<file path="src/rtl/stack.sv">
// Shift-register return-address stack for the PIC16C5x core. CALL pushes and RETLW pops.
// Overflow drops the oldest entry and underflow re-reads the deepest one, with sticky debug flags.
module stack #(
  parameter int PC_W  = 9,
  parameter int DEPTH = 2,
  parameter int CNT_W = 2
) (
  input  logic             clk,
  input  logic             rst_n,
  input  logic             push,
  input  logic             pop,
  input  logic [PC_W-1:0]  pcIn,
  input  logic             clrFlags,
  output logic [PC_W-1:0]  stackOut,
  output logic [CNT_W-1:0] count,
  output logic             full,
  output logic             empty,
  output logic             overflow,
  output logic             underflow
);

  logic [PC_W-1:0]  level_q [DEPTH];
  logic [PC_W-1:0]  level_d [DEPTH];
  logic [CNT_W-1:0] count_q, count_d;
  logic             ovf_q, ovf_d;
  logic             unf_q, unf_d;
  logic             full_w, empty_w;

  assign full_w  = (count_q == CNT_W'(DEPTH));
  assign empty_w = (count_q == '0);

  always_comb begin
    level_d = level_q;
    count_d = count_q;
    ovf_d   = ovf_q & ~clrFlags;
    unf_d   = unf_q & ~clrFlags;
    unique case ({push, pop})
      2'b10: begin
        level_d[0] = pcIn;
        for (int i = 1; i < DEPTH; i++) level_d[i] = level_q[i-1];
        if (full_w) ovf_d = 1'b1;
        else        count_d = count_q + CNT_W'(1);
      end
      2'b01: begin
        // The deepest level keeps its value, so underflowing pops re-read it.
        for (int i = 0; i < DEPTH - 1; i++) level_d[i] = level_q[i+1];
        if (empty_w) unf_d = 1'b1;
        else         count_d = count_q - CNT_W'(1);
      end
      2'b11: begin
        level_d[0] = pcIn;
        if (empty_w) begin
          count_d = CNT_W'(1);
          unf_d   = 1'b1;
        end
      end
      default: ;
    endcase
  end

  always_ff @(posedge clk) begin
    if (!rst_n) begin
      for (int i = 0; i < DEPTH; i++) level_q[i] <= '0;
      count_q <= '0;
      ovf_q   <= 1'b0;
      unf_q   <= 1'b0;
    end else begin
      for (int i = 0; i < DEPTH; i++) level_q[i] <= level_d[i];
      count_q <= count_d;
      ovf_q   <= ovf_d;
      unf_q   <= unf_d;
    end
  end

  assign stackOut  = level_q[0];
  assign count     = count_q;
  assign full      = full_w;
  assign empty     = empty_w;
  assign overflow  = ovf_q;
  assign underflow = unf_q;

endmodule

</file>
<file path="config.mk">
export PLATFORM = sky130hd
export DESIGN_NAME = stack
export DESIGN_NICKNAME = d
export VERILOG_FILES = /design/src/rtl/stack.sv
export SDC_FILE = /design/constraint.sdc
export NUM_CORES = 1
export LEC_CHECK = 0
export ABC_AREA = 1
export BUFFER_PORTS_ARGS = -buffer_cell sky130_fd_sc_hd__clkbuf_2
export CORE_AREA = 8 8 63 65
export CTS_CLUSTER_SIZE = 25
export DETAILED_ROUTE_END_ITERATION = 8
export DIE_AREA = 0 0 71 73
export GPL_ROUTABILITY_DRIVEN = 0
export SLEW_MARGIN = 10
export SYNTH_ARGS = -nofsm -noshare
export SYNTH_HDL_FRONTEND = slang
export SYNTH_SLANG_ARGS = --single-unit
export TNS_END_PERCENT = 10
</file>
<file path="constraint.sdc">
create_clock -name clk -period 1.1 [get_ports clk]
set_input_delay 0.275 -clock clk [delete_from_list [all_inputs] [get_ports clk]]
set_output_delay 0.275 -clock clk [all_outputs]
set_load 0.02 [all_outputs]
</file>
==> qor.txt <==
Post-Synth Adder-Cell Area: 0%
1st-iter DRT viols: 76
most common cell in the netlist: nand2_1
clock sinks: 22
final setup violating endpoints: 4
VDD IR max: 0.555 mV
gr usage total: 10.1%
RSZ-0062 raised after global routing: yes
Remaining Overflow, GRT: 0
Synth Net Count: 167
Syn Area/Cell: 6.72 sq um
Initial Utilization: 34.8%
top cell type by total area after synthesis: dfxtp_1
final worst slack: -146 ps
# diodes: 0
Post-Synth Simple-Gate Area: 33.6%
max-cap viol count: 0
die area: 5180 sq um
largest family of logic cells by synthesized area: simple AND/OR/NAND/NOR gates
sequential share of the synthesized area: 42.8%
CTS tree: built
IO Port Bufs: 28
clock root cell: clkbuf_4
cells on worst reg2reg path: 8
HPWL after detailed placement: 1840 um
top_reg_cell synth: dfxtp_1
via count of the first global-routing pass: 1013
Power Total: 1.62 mW
Rel. slew slack: 88.0%
1st-pass router iterations: 4
reg-to-reg startpoint: count[1]$_SDFFE_PN0P_
reg2reg setup slack: 80 ps
status: finished, violations left
chip width: 71 um
Area contributors post-synth: dfxtp_1 (43%), nand2_1 (19%), buf_4 (8.0%)
CTS clk-pin slew, worst paths: 110 ps
insertion delay to the later sink of the worst-skew pair: 290 ps
DRC: 0
CTS Hold Buffers Added: 0
number of top-level pins: 29
mux share of post-synthesis cell area: 0%
Slew Viols, Final: 0
CP endpoint kind: output pin
yosys warns: 0
DR vias: 978
total CTS buffers: 3
worst setup path end: empty
Worst-Margin Slew: 180 ps
Final nets: 203
worst slack at placement: 13.3 ps
Post-synth ARST share: 0%
CP Data Arrival Time: 970 ps
Area Overhead vs Synth: 38.4%
initial antenna violation count: 0
routed len/inst: 11.1 um
Routed WL: 2440 um
final setup skew: 2.69 ps
H-Tree Depth: 1
EDFF count, synth: 0
post-synth cell types: 15
share of cells above drive strength 1: 40.1%
WP data required: 820 ps
CP Launch Type: flip-flop
pwr dens: 1140 nW/um^2
final count of hold timing violations: 0
Clock Tree Buf Depth: 2
achievable frequency: 803 MHz
Via-to-Cell Ratio: 4.45
num rows: 20
Compound-Gate Fraction of Synth Area: 6.69%
Tcrit/Tclk final: 113%
largest net degree at the start of global routing: 13
mapped cell area: 1030 sq um
worst setup path class: reg -> out
FF-to-FF End: count[1]$_SDFFE_PN0P_
Routed Antenna Nets: 0
Lkg Pwr: 0.754 nW
failing checks: setup timing
core area: 2950 sq um
Period minus WS final: 1250 ps
worst hold path type: in -> reg
Worst Path Max Fanout: 4
hold depth: 4
post-synthesis xor/xnor area fraction: 0%
flops & latches, synth: 22
share of the synthesized area in the top cell type: 42.8%
fin util: 48.2%
first-pass GRT wire length: 4400 um
Worst Setup SP: count[1]$_SDFFE_PN0P_
chip height: 73 um
Post-synth top cells: nand2_1 (53), dfxtp_1 (22), nor2_1 (18)
Post-Synthesis Cells: 153
-- how the worst min path moves through the flow --
stage | endpoint | from | slack (ps)
finish | overflow$_SDFF_PN0_ | clrFlags | 220
global route | overflow$_SDFF_PN0_ | clrFlags | 220
floorplan | underflow$_SDFF_PN0_ | pop | 420
global placement | underflow$_SDFF_PN0_ | underflow$_SDFF_PN0_ | 450
detailed placement | overflow$_SDFF_PN0_ | overflow$_SDFF_PN0_ | 460
CTS | overflow$_SDFF_PN0_ | clrFlags | 210
-- critical path: stages, from the launching register on --
cell and delay (ps):
dfxtp_4 400, inv_4 50, nand2_4 70, inv_4 40
buf_8 120
-- layout make-up --
class	count	area (sq um)
sequential	22	464
timing repair buffer	44	392
clock buffer	3	22.5
inverter	20	80.1
fill	297	1530
tap	33	41.3
multi-input combinational	98	424
-- per-stage QoR --
stage	instances	TNS (ps)	area, sq um	hold slack (ps)
global route	220	-714	1420	223
global placement	209	0	1170	449
floorplan	153	0	1030	417
CTS	216	-597	1360	211
finish	220	-439	1420	224
detailed placement	209	0	1170	461
-- kinds of logic (layout without fill, tap and decap cells) --
group / Yosys count / in the layout
simple gates: 85 / 85
buf+inv: 33 / 67
flops: 22 / 22
compound gates: 13 / 13
-- registers in the layout, indices dropped and copies added (netlist names) --
name       count
overflow       1
level_q        9
underflow      1
count          2
stackOut       9
-- report_power, final --
group	internal [mW]	switching (mW)	leakage, nW
clock network	0.127	0.219	0.0138
logic	0.193	0.197	0.554
registers	0.845	0.0373	0.187
-- routing by layer --
metal	vias up	GRT usage (%)	wire, um
li1	523	-	-
met2	26	17.3	1150
met3	2	2.88	123
met1	427	11.8	1160
met4	0	3.46	11
met5	-	0	0
-- cell usage in the layout, fill, tap and decap left out, drive strengths merged --
cell type  instances
inv               20
clkbuf            16
nor2              19
buf               31
nand3             11
dfxtp             22
o21ai              9
nand2             55
a21oi              4
-- timing repair --
action / CTS / global route
setup buffers: 4 / 4
endpoints found under the setup margin: 15 / 15
resized for setup: 48 / 20
Power figures use the tool's default switching activity.
